File: config.mk
export PLATFORM = sky130hd
export DESIGN_NAME = icache_ctrl_flat
export DESIGN_NICKNAME = d
export VERILOG_FILES = /design/src/rtl/icache_ctrl_pkg.sv /design/src/rtl/icache_ctrl_if.sv /design/src/rtl/icache_ctrl_tag_store.sv /design/src/rtl/icache_ctrl.sv /design/src/flat_wrapper.sv
export SDC_FILE = /design/constraint.sdc
export NUM_CORES = 2
export LEC_CHECK = 0
export CAP_MARGIN = 0
export CORE_AREA = 2 2 842 509
export DETAILED_ROUTE_END_ITERATION = 6
export DIE_AREA = 0 0 844 511
export PLACE_DENSITY = 0.71
export SLEW_MARGIN = 20
export SYNTH_ARGS = -nofsm -noshare
export SYNTH_HDL_FRONTEND = slang
export SYNTH_MEMORY_MAX_BITS = 65536
export SYNTH_SLANG_ARGS = --single-unit
File: constraint.sdc
create_clock -name clk -period 10 [get_ports clk]
set_input_delay 2 -clock clk [delete_from_list [all_inputs] [get_ports clk]]
set_output_delay 2 -clock clk [all_outputs]
set_load 0.005 [all_outputs]
File: src/rtl/icache_ctrl_pkg.sv
// Shared types and geometry for the direct-mapped instruction cache controller.
// Address split: offset [3:0], index [8:4], tag [31:9]; word select [3:2].
package icache_ctrl_pkg;
   localparam int ICACHE_NUM_LINES      = 32;
   localparam int ICACHE_LINE_SIZE      = 16;
   localparam int ICACHE_TAG_WIDTH      = 23;
   localparam int PERF_COUNTER_WIDTH    = 32;
   localparam int ICACHE_WORDS_PER_LINE = ICACHE_LINE_SIZE / 4;
   localparam int ICACHE_OFFSET_W       = $clog2(ICACHE_LINE_SIZE);
   localparam int ICACHE_INDEX_W        = $clog2(ICACHE_NUM_LINES);
   localparam int ICACHE_WORD_SEL_W     = $clog2(ICACHE_WORDS_PER_LINE);

   typedef enum logic [1:0] {IC_IDLE, IC_REQ, IC_WAIT, IC_FILL} icache_state_e;
endpackage

File: src/rtl/icache_ctrl_if.sv
// Fetch-side and memory-side signals of the instruction cache controller.
// master = the cache controller, slave = IF stage plus backing memory.
interface icache_ctrl_if;
   logic        cpu_req_valid;
   logic [31:0] cpu_addr;
   logic [31:0] cpu_rdata;
   logic        cpu_rvalid;
   logic        cpu_stall;
   logic        flush;
   // Request channel: a word request transfers on the edge where mem_req_valid
   // and mem_req_ready are both 1; valid and addr hold steady until then.
   // Response channel has no ready: each mem_resp_valid cycle carries one word.
   logic        mem_req_valid;
   logic [31:0] mem_req_addr;
   logic        mem_req_ready;
   logic        mem_resp_valid;
   logic [31:0] mem_resp_data;

   modport master (
      input  cpu_req_valid, cpu_addr, flush, mem_req_ready, mem_resp_valid, mem_resp_data,
      output cpu_rdata, cpu_rvalid, cpu_stall, mem_req_valid, mem_req_addr
   );
   modport slave (
      output cpu_req_valid, cpu_addr, flush, mem_req_ready, mem_resp_valid, mem_resp_data,
      input  cpu_rdata, cpu_rvalid, cpu_stall, mem_req_valid, mem_req_addr
   );
endinterface

File: src/rtl/icache_ctrl_tag_store.sv
// Valid/tag/data arrays: combinational read, per-word data write, tag+valid write.
// Valid bits clear asynchronously on rst and synchronously on flush.
module icache_tag_store
   import icache_ctrl_pkg::*;
(
   input  logic                         clk,
   input  logic                         rst,
   input  logic                         flush,
   input  logic [ICACHE_INDEX_W-1:0]    rd_index,
   input  logic [ICACHE_WORD_SEL_W-1:0] rd_word,
   output logic                         rd_valid,
   output logic [ICACHE_TAG_WIDTH-1:0]  rd_tag,
   output logic [31:0]                  rd_data,
   input  logic                         word_we,
   input  logic [ICACHE_INDEX_W-1:0]    wr_index,
   input  logic [ICACHE_WORD_SEL_W-1:0] wr_word,
   input  logic [31:0]                  wr_data,
   input  logic                         tag_we,
   input  logic [ICACHE_TAG_WIDTH-1:0]  wr_tag,
   input  logic                         wr_valid
);
   logic [ICACHE_NUM_LINES-1:0] valid_q;
   logic [ICACHE_TAG_WIDTH-1:0] tag_q  [ICACHE_NUM_LINES];
   logic [31:0]                 data_q [ICACHE_NUM_LINES][ICACHE_WORDS_PER_LINE];

   assign rd_valid = valid_q[rd_index];
   assign rd_tag   = tag_q[rd_index];
   assign rd_data  = data_q[rd_index][rd_word];

   // The per-line write follows the flush clear, so the line write takes priority
   // on its own bit; the caller already drives wr_valid low during a flush.
   always_ff @(posedge clk or posedge rst) begin
      if (rst) begin
         valid_q <= '0;
      end else begin
         if (flush)  valid_q           <= '0;
         if (tag_we) valid_q[wr_index] <= wr_valid;
      end
   end

   always_ff @(posedge clk) begin
      if (tag_we)  tag_q[wr_index]           <= wr_tag;
      if (word_we) data_q[wr_index][wr_word] <= wr_data;
   end
endmodule

File: src/rtl/icache_ctrl.sv
// Direct-mapped I-cache controller: hit lookup, 4-word line refill, FENCE.I flush.
// Optional macro ICACHE_PERF_EN builds saturating hit/miss counters.
module icache_ctrl
   import icache_ctrl_pkg::*;
(
   input  logic                          clk,
   input  logic                          rst,
   icache_ctrl_if.master                 bus,
   output logic [PERF_COUNTER_WIDTH-1:0] perf_hits,
   output logic [PERF_COUNTER_WIDTH-1:0] perf_misses,
   output icache_state_e                 dbg_state
);
   localparam int LINE_W = 32 - ICACHE_OFFSET_W;

   icache_state_e               state_q;
   logic [1:0]                  cnt_q;
   logic [1:0]                  cnt_next;
   logic                        kill_q;
   logic [LINE_W-1:0]           line_q;
   logic                        mem_req_valid_q;
   logic [31:0]                 mem_req_addr_q;
   logic                        rd_valid;
   logic [ICACHE_TAG_WIDTH-1:0] rd_tag;
   logic [31:0]                 rd_data;
   logic                        lookup;
   logic                        hit;
   logic                        miss;
   logic                        unused_addr_bits;

   assign unused_addr_bits = ^bus.cpu_addr[1:0];
   assign cnt_next         = cnt_q + 2'd1;

   // Lookup only happens in IDLE and is suppressed while reset is held.
   assign lookup = bus.cpu_req_valid && (state_q == IC_IDLE) && !rst;
   assign hit    = lookup && rd_valid && (rd_tag == bus.cpu_addr[31 -: ICACHE_TAG_WIDTH]);
   assign miss   = lookup && !hit;

   assign bus.cpu_rvalid    = hit;
   assign bus.cpu_rdata     = hit ? rd_data : 32'd0;
   assign bus.cpu_stall     = (state_q != IC_IDLE) || miss;
   assign bus.mem_req_valid = mem_req_valid_q;
   assign bus.mem_req_addr  = mem_req_addr_q;
   assign dbg_state         = state_q;

   icache_tag_store u_store (
      .clk      (clk),
      .rst      (rst),
      .flush    (bus.flush),
      .rd_index (bus.cpu_addr[ICACHE_OFFSET_W +: ICACHE_INDEX_W]),
      .rd_word  (bus.cpu_addr[2 +: ICACHE_WORD_SEL_W]),
      .rd_valid (rd_valid),
      .rd_tag   (rd_tag),
      .rd_data  (rd_data),
      .word_we  ((state_q == IC_WAIT) && bus.mem_resp_valid),
      .wr_index (line_q[0 +: ICACHE_INDEX_W]),
      .wr_word  (cnt_q),
      .wr_data  (bus.mem_resp_data),
      .tag_we   (state_q == IC_FILL),
      .wr_tag   (line_q[LINE_W-1 -: ICACHE_TAG_WIDTH]),
      .wr_valid (!(kill_q || bus.flush))
   );

   always_ff @(posedge clk or posedge rst) begin
      if (rst) begin
         state_q         <= IC_IDLE;
         cnt_q           <= 2'd0;
         kill_q          <= 1'b0;
         line_q          <= '0;
         mem_req_valid_q <= 1'b0;
         mem_req_addr_q  <= 32'd0;
      end else begin
         // A refill in flight cannot be cancelled; remember to drop its valid bit.
         if (bus.flush && (state_q != IC_IDLE)) kill_q <= 1'b1;
         case (state_q)
            IC_IDLE: if (miss) begin
               line_q          <= bus.cpu_addr[31:ICACHE_OFFSET_W];
               cnt_q           <= 2'd0;
               mem_req_valid_q <= 1'b1;
               mem_req_addr_q  <= {bus.cpu_addr[31:ICACHE_OFFSET_W], {ICACHE_OFFSET_W{1'b0}}};
               state_q         <= IC_REQ;
            end
            IC_REQ: if (bus.mem_req_ready) begin
               mem_req_valid_q <= 1'b0;
               state_q         <= IC_WAIT;
            end
            IC_WAIT: if (bus.mem_resp_valid) begin
               cnt_q <= cnt_next;
               if (cnt_q == 2'd3) begin
                  state_q <= IC_FILL;
               end else begin
                  mem_req_valid_q <= 1'b1;
                  mem_req_addr_q  <= {line_q, cnt_next, 2'b00};
                  state_q         <= IC_REQ;
               end
            end
            IC_FILL: begin
               kill_q  <= 1'b0;
               state_q <= IC_IDLE;
            end
            default: state_q <= IC_IDLE;
         endcase
      end
   end

`ifdef ICACHE_PERF_EN
   logic [PERF_COUNTER_WIDTH-1:0] hits_q;
   logic [PERF_COUNTER_WIDTH-1:0] misses_q;

   always_ff @(posedge clk or posedge rst) begin
      if (rst) begin
         hits_q   <= '0;
         misses_q <= '0;
      end else begin
         if (hit && (hits_q != '1))    hits_q   <= hits_q + 1'b1;
         if (miss && (misses_q != '1)) misses_q <= misses_q + 1'b1;
      end
   end

   assign perf_hits   = hits_q;
   assign perf_misses = misses_q;
`else
   assign perf_hits   = '0;
   assign perf_misses = '0;
`endif
endmodule

File: src/flat_wrapper.sv
// flat-port wrapper written by rule: the top's interface ports become plain ports
module icache_ctrl_flat import icache_ctrl_pkg::*;
  (clk, rst, perf_hits, perf_misses, dbg_state, bus_cpu_req_valid, bus_cpu_addr, bus_flush, bus_mem_req_ready, bus_mem_resp_valid, bus_mem_resp_data, bus_cpu_rdata, bus_cpu_rvalid, bus_cpu_stall, bus_mem_req_valid, bus_mem_req_addr);
  icache_ctrl_if bus_i ();
  input  logic clk;
  input  logic rst;
  output logic [PERF_COUNTER_WIDTH-1:0] perf_hits;
  output logic [PERF_COUNTER_WIDTH-1:0] perf_misses;
  output icache_state_e dbg_state;
  input wire logic [$bits(bus_i.cpu_req_valid)-1:0] bus_cpu_req_valid;
  input wire logic [$bits(bus_i.cpu_addr)-1:0] bus_cpu_addr;
  input wire logic [$bits(bus_i.flush)-1:0] bus_flush;
  input wire logic [$bits(bus_i.mem_req_ready)-1:0] bus_mem_req_ready;
  input wire logic [$bits(bus_i.mem_resp_valid)-1:0] bus_mem_resp_valid;
  input wire logic [$bits(bus_i.mem_resp_data)-1:0] bus_mem_resp_data;
  output wire logic [$bits(bus_i.cpu_rdata)-1:0] bus_cpu_rdata;
  output wire logic [$bits(bus_i.cpu_rvalid)-1:0] bus_cpu_rvalid;
  output wire logic [$bits(bus_i.cpu_stall)-1:0] bus_cpu_stall;
  output wire logic [$bits(bus_i.mem_req_valid)-1:0] bus_mem_req_valid;
  output wire logic [$bits(bus_i.mem_req_addr)-1:0] bus_mem_req_addr;
  assign bus_i.cpu_req_valid = bus_cpu_req_valid;
  assign bus_i.cpu_addr = bus_cpu_addr;
  assign bus_i.flush = bus_flush;
  assign bus_i.mem_req_ready = bus_mem_req_ready;
  assign bus_i.mem_resp_valid = bus_mem_resp_valid;
  assign bus_i.mem_resp_data = bus_mem_resp_data;
  assign bus_cpu_rdata = bus_i.cpu_rdata;
  assign bus_cpu_rvalid = bus_i.cpu_rvalid;
  assign bus_cpu_stall = bus_i.cpu_stall;
  assign bus_mem_req_valid = bus_i.mem_req_valid;
  assign bus_mem_req_addr = bus_i.mem_req_addr;
  icache_ctrl u_core (.clk(clk), .rst(rst), .bus(bus_i), .perf_hits(perf_hits), .perf_misses(perf_misses), .dbg_state(dbg_state));
endmodule
======== Word level (Yosys, flattened, before mapping) ========
Memory sizes are Yosys's and may differ from the RTL's.
Index checks and enable logic that the tools add are counted.
storage, ports and cells
  word-level logic and storage cells ...... 87
  bits in writable memories ............... 4832
  output and inout bits ................... 133
  bits of input ports ..................... 70
  memories kept ........................... 2
  flip-flop bits (word level) ............. 98
memory list
  memory                 depth  bits a word  rd ports  clocked after Yosys merged registers in  wr ports  line                         RTL
  u_core.u_store.data_q  32     128          1         0                                        1         icache_ctrl_tag_store.sv:24  logic [31:0] data_q [ICACHE_NUM_LINES][ICACHE_WORDS_PER_LINE];
  u_core.u_store.tag_q   32     23           1         0                                        1         icache_ctrl_tag_store.sv:23  logic [ICACHE_TAG_WIDTH-1:0] tag_q [ICACHE_NUM_LINES];
operators by class
  magnitude comparators ................... 6
  reductions and logical operators ........ 24
  multiplexer cells ....................... 36
  equality and inequality tests ........... 9
  bitwise gates (word level) .............. 2
  $add $sub $neg .......................... 1
operators with widths
  cell                                                               number
  two-way mux 32 bit                                                 9
  two-way mux 128 bit                                                1
  binary-select mux 32 bit (select 2 bit)                            1
  demux 32 bit (select 2 bit)                                        1
  case mux 32 bit (2 select lines)                                   1
  bitwise mux 32 bit                                                 1
  equality test 23 bit                                               1
  less-than comparator 5 x 6 -> 1 bit, second input constant         2
  two-way mux 2 bit                                                  6
  two-way mux 1 bit                                                  11
  logical AND 1 bit                                                  9
  case mux 2 bit (4 select lines)                                    1
  equality test 2 bit, second input constant                         3
  greater-or-equal comparator 3 bit, second input constant           2
  inequality test 2 bit, second input constant                       3
  inverter 2 -> 3 bit                                                2
  AND reduction 3 bit                                                2
  nonzero test 2 bit                                                 3
  binary-select mux 1 bit (select 5 bit)                             1
  demux 1 bit (select 5 bit)                                         1
  greater-or-equal comparator 5 x 1 -> 1 bit, second input constant  1
  AND reduction 5 bit                                                1
  case mux 2 bit (2 select lines)                                    1
  AND reduction 4 bit                                                1
  10 further kinds                                                   13

======== Depth between registers and ports, before layout ========
  word-level depth ........................ 9
  mapped depth ............................ 17
  depth with buffers taken out ............ 10

======== Cells and area by module ========
A second synthesis with hierarchy kept.
unflattened totals
  cell total of the unflattened synthesis .. 7537
  area, all modules ....................... 189226.5 sq um
by module, submodules not included
  module            cells each  area each (sq um)  instances  seq. area each (sq um)
  icache_tag_store  7166        185330.2           1          145899.9
  icache_ctrl       371         3896.2             1          1601.5

======== Least setup slack after synthesis ========
OpenSTA, ideal clock, no wires.
  kind .................................... input -> output
  start point ............................. in bus_cpu_addr[4]
  end point ............................... out bus_cpu_rdata[25]
  arrival time ............................ 5275 ps
  setup slack ............................. 2725 ps
  cell stages on the path ................. 14
  cell sequence ........................... buf_6 > buf_4 > buf_2 > buf_4 > buf_4 > buf_2 > buf_2 > buf_4 > buf_2 > mux4_2 > mux4_2 > mux2i_1 > mux4_2 > nor2_1
on the way
  word-level cells in the longest chain between the ends .. 5
  elaborated cells on any way between the ends .. 11
ends and longest elaborated chain
  what                                                                                               line                                                      RTL
  from (decl)                                                                                        flat_wrapper.sv:11                                        input wire logic [$bits(bus_i.cpu_addr)-1:0] bus_cpu_addr;
  memory read (32 x 128 bit) / binary-select mux 1 bit (select 5 bit) (equally long branches)        -
  binary-select mux 32 bit (select 2 bit) / two-way mux 1 bit (equally long branches)                icache_ctrl_tag_store.sv:28, icache_ctrl_tag_store.sv:26
  two-way mux 32 bit (not written as such) / logical AND 1 bit (equally long branches) (2 in a row)  icache_ctrl_tag_store.sv:28, icache_ctrl.sv:35
  two-way mux 32 bit (*)                                                                             icache_ctrl.sv:39                                         assign bus.cpu_rdata = hit ? rd_data : 32'd0;
  to (decl)                                                                                          flat_wrapper.sv:16                                        output wire logic [$bits(bus_i.cpu_rdata)-1:0] bus_cpu_rdata;
Every way passes the cells marked *; elsewhere a longest branch is shown, timed or not. The select of a mux whose other input is x is not followed.

======== Final worst setup path ========
  start point ............................. in bus_cpu_addr[8]
  end point ............................... out bus_cpu_rdata[23]
The elaborated chain is that of the path after synthesis.

==> run metrics <==
kind of critical path=in2out; CP max stage delay=around 0.88 ns; Post-Synth XOR/XNOR Area=0.00125; RR Endpoint=u_core.bus.mem_req_addr[27]; synthesized cell area=about 190000 µm²; ranking of synthesized cells by area=edfxtp_1 (76%), mux4_2 (17%), mux2i_1 (1.9%); Async S/R FF share, synth=0.0195; Sw Pwr=9.89 mW; maximum fanout along the worst path=33; r2r startpoint=u_core.u_store.tag_q[28][3]; row cnt=between 150 and 200; syn avg cell area=23.8 µm²; Antenna Nets Post-Route=0; CP cell instances=clkdlybuf4s50_1, buf_4, inv_8, nand2_1, a21oi_1, a2111oi_0, buf_4, xnor2_1, nand4_1, or4_1, or4_2, buf_4, nor2_1, clkdlybuf4s50_1; clk slew on worst S/H paths=0.07 ns; Hold Vio Cnt, Final=0; Ys Warns=0; detailed placement HPWL=268000 µm; area share of and/or/nand/nor cells after synthesis=0.00933; Max Root-Sink Buffers=4; Placer Congestion=0.830; GRT overflow=0; CTS Hold Bufs=0; CTS resizes=0; commonest non-fill, non-tap cell in the layout=edfxtp_1; Post-Synthesis Cells=7958; slowest CP cell=clkdlybuf4s50_1; endpoint class of the critical path=primary output; setup TNS=0 ns; worst hold stages=1; HP Start=u_core.bus.mem_req_addr[7]; Overall Global Routing Usage=0.223; first-pass GRT wire length=684000 µm; clock latency on the worst-skew pair=0.96 ns; drt pass-1 iters=7; Data arrival, critical path=7.27 ns; layout cell share with drive strength beyond 1=0.305; root buf cell=clkbuf_16; mux contribution to synthesized area=0.190; worst r2r path cells=12; Fin Clk Skew=roughly 0.1 ns; internal power=33.7 mW; Port Buffers=134; Final min period=9.27 ns; most frequent cells in the layout=edfxtp_1 (4832), mux4_2 (1391), clkbuf_16 (428); Leak=66.6 nW; Combinational Power Share=0.071; fill count=32.1k; initial core utilization=0.447; postcts setup bufs=0; DIE HEIGHT=511 µm; DRC errors left=2; ys flop type=edfxtp_1; final core occ=0.504; area leader, netlist=edfxtp_1; num ports=about 200; Synth Area in Compound Gates=0.00885; Sequential Power Share=0.550; number of nets in the layout=between 8k and 9k; via count=90.7k; Critical Path Start Type=primary input; TritonCTS clock tree=yes; violated checks=DRC; final-report max-slew violation count=0; H-tree depth=5; CP most frequent cell=buf_4; switching share of power=0.227; Post-synth EDFFs=between 4k and 5k; Critical Path RT=~8 ns; Area growth syn-to-layout=12.8%; DIE WIDTH=844 µm; drt wl/cell=~34 µm; reg2reg setup slack=5.16 ns; clock share of power=0.379; worst rel slew slack=0.216; largest net degree at the start of global routing=~140; die area=431000 µm²; crit path from=bus_cpu_addr[8]; post-synth top area share=0.765; register area share after synthesis=0.777; worst hold endpoint=u_core.bus.mem_req_addr[7]; min-delay worst type=reg2reg; Final Setup Violations=0; final wirelength=approximately 490000 µm; pwr dens=between 200 and 250 nW/µm²; Via density=6.28; status=complete, but fails checks; f_max=108 MHz; largest family of logic cells by synthesized area=multiplexers; vias in the first global route=89.5k; initial DRC count=14.7k; Core Region=425000 µm²; peak supply drop=187 µV; Num CTS Buffers=424; Max-Cap Viols=0; register bit total from synthesis=4928; RSZ-0062 raised after global routing=no; post-synthesis adder-cell area fraction=0.000264; post-synthesis cell type count=between 60 and 70; Slew @ Worst Pin=1.14 ns; initial antenna violation count=44; fin crit share=0.927; clk sinks=4928
-- Yosys cell counts, types with 5 or more instances --
| library cell | n |
|---|---|
| nor2_1 | 237 |
| mux4_2 | 1391 |
| and3_1 | 5 |
| o211ai_1 | 5 |
| mux2_2 | 69 |
| a221oi_1 | 7 |
| a31oi_1 | 5 |
| o22ai_1 | 8 |
| o221ai_1 | 9 |
| a22oi_1 | 94 |
| inv_1 | 7 |
| buf_4 | 86 |
| and2_1 | 7 |
| a2111oi_0 | 5 |
| a211oi_1 | 32 |
| clkbuf_1 | 253 |
| mux2i_1 | 365 |
| nand4_1 | 9 |
| nand2_1 | 81 |
| nand3_1 | 28 |
| xnor2_1 | 23 |
| buf_2 | 141 |
| edfxtp_1 | 4832 |
| dfrtp_1 | 96 |
| mux2_4 | 20 |
| nor2b_1 | 15 |
| nand2b_1 | 8 |
| o21ai_0 | 14 |
| buf_1 | 8 |
| a21oi_1 | 37 |
| or3_1 | 5 |
-- layout make-up --
class                           instances  area [µm²]  area share
Clock buffer                          509       11000      0.0516
Timing Repair Buffer                  497        4400      0.0206
Inverter                                9        51.3    0.000240
Multi-Input combinational cell       2590       41300       0.193
Antenna cell                           25        62.6    0.000292
Sequential cell                      4928      148000       0.689
Clock inverter                        256        2650      0.0124
Tap cell                             5640        7060      0.0330
-- logic make-up after synthesis --
group | after synthesis
AO/OA/AOI/OAI | 235
other | 1
buffers and inverters | 505
AND/OR/NAND/NOR | 413
multiplexers | 1845
XOR/XNOR | 27
adder cells (fa/ha/maj) | 4
flip-flops | 4928
-- registers in the layout, indices dropped and copies added (netlist names) --
register                  flops
u_core.bus.mem_req_addr      30
u_core.bus.mem_req_valid      1
u_core.cnt_q                  2
u_core.dbg_state              2
u_core.kill_q                 1
u_core.line_q                28
u_core.u_store.data_q      4096
u_core.u_store.tag_q        736
u_core.u_store.valid_q       32
-- through the flow --
| stage | setup WS, ns | power [mW] | hold WS [ns] | cells | cell area [µm²] |
|---|---|---|---|---|---|
| after detailed placement | 0.746 | 27.4 | 0.492 | 13700 | 200000 |
| after global placement | 0.874 | 27.3 | 0.498 | 13700 | 200000 |
| after CTS | 0.750 | 43.7 | 0.510 | 14400 | 214000 |
| final | 0.728 | 43.5 | 0.511 | 14500 | 214000 |
| after global routing | 0.475 | 44.7 | 0.534 | 14400 | 214000 |
| after floorplan | 2.73 | 25.7 | 0.504 | 8023 | 190000 |
-- layer usage --
layer / vias to the layer above / part of all wire / GRT usage
met2: 6210 / 0.45 / 0.328
met5: - / 0.00013 / 0
li1: 34900 / - / -
met1: 48700 / 0.38 / 0.324
met4: 12 / 0.033 / 0.0657
met3: 817 / 0.14 / 0.0668
-- worst max-delay path by stage --
stage,end,cells past startpoint
after floorplan,bus_cpu_rdata[25],14
after global routing,bus_cpu_rdata[23],15
after detailed placement,bus_cpu_rdata[11],15
after CTS,bus_cpu_rdata[23],15
after global placement,bus_cpu_rdata[17],14
final,bus_cpu_rdata[23],14
-- power groups by stage --
stage	registers, mW	logic, mW	clock network, mW
after CTS	23.9	3.04	16.7
final	24.0	3.08	16.5
after global placement	24.3	2.96	0
after global routing	24.0	3.20	17.5
after detailed placement	24.4	3.03	0
after floorplan	24.1	1.59	0
-- critical path, delay by kind of cell --
kind | cells | cell delay [ns]
buffers and inverters | 6 | 2.34
xor gates and xnor gates | 1 | 0.12
AOI/OAI and AO/OA | 2 | 0.53
and+or+nand+nor | 5 | 2.19
No activity file was read; power rests on OpenSTA's default activity.
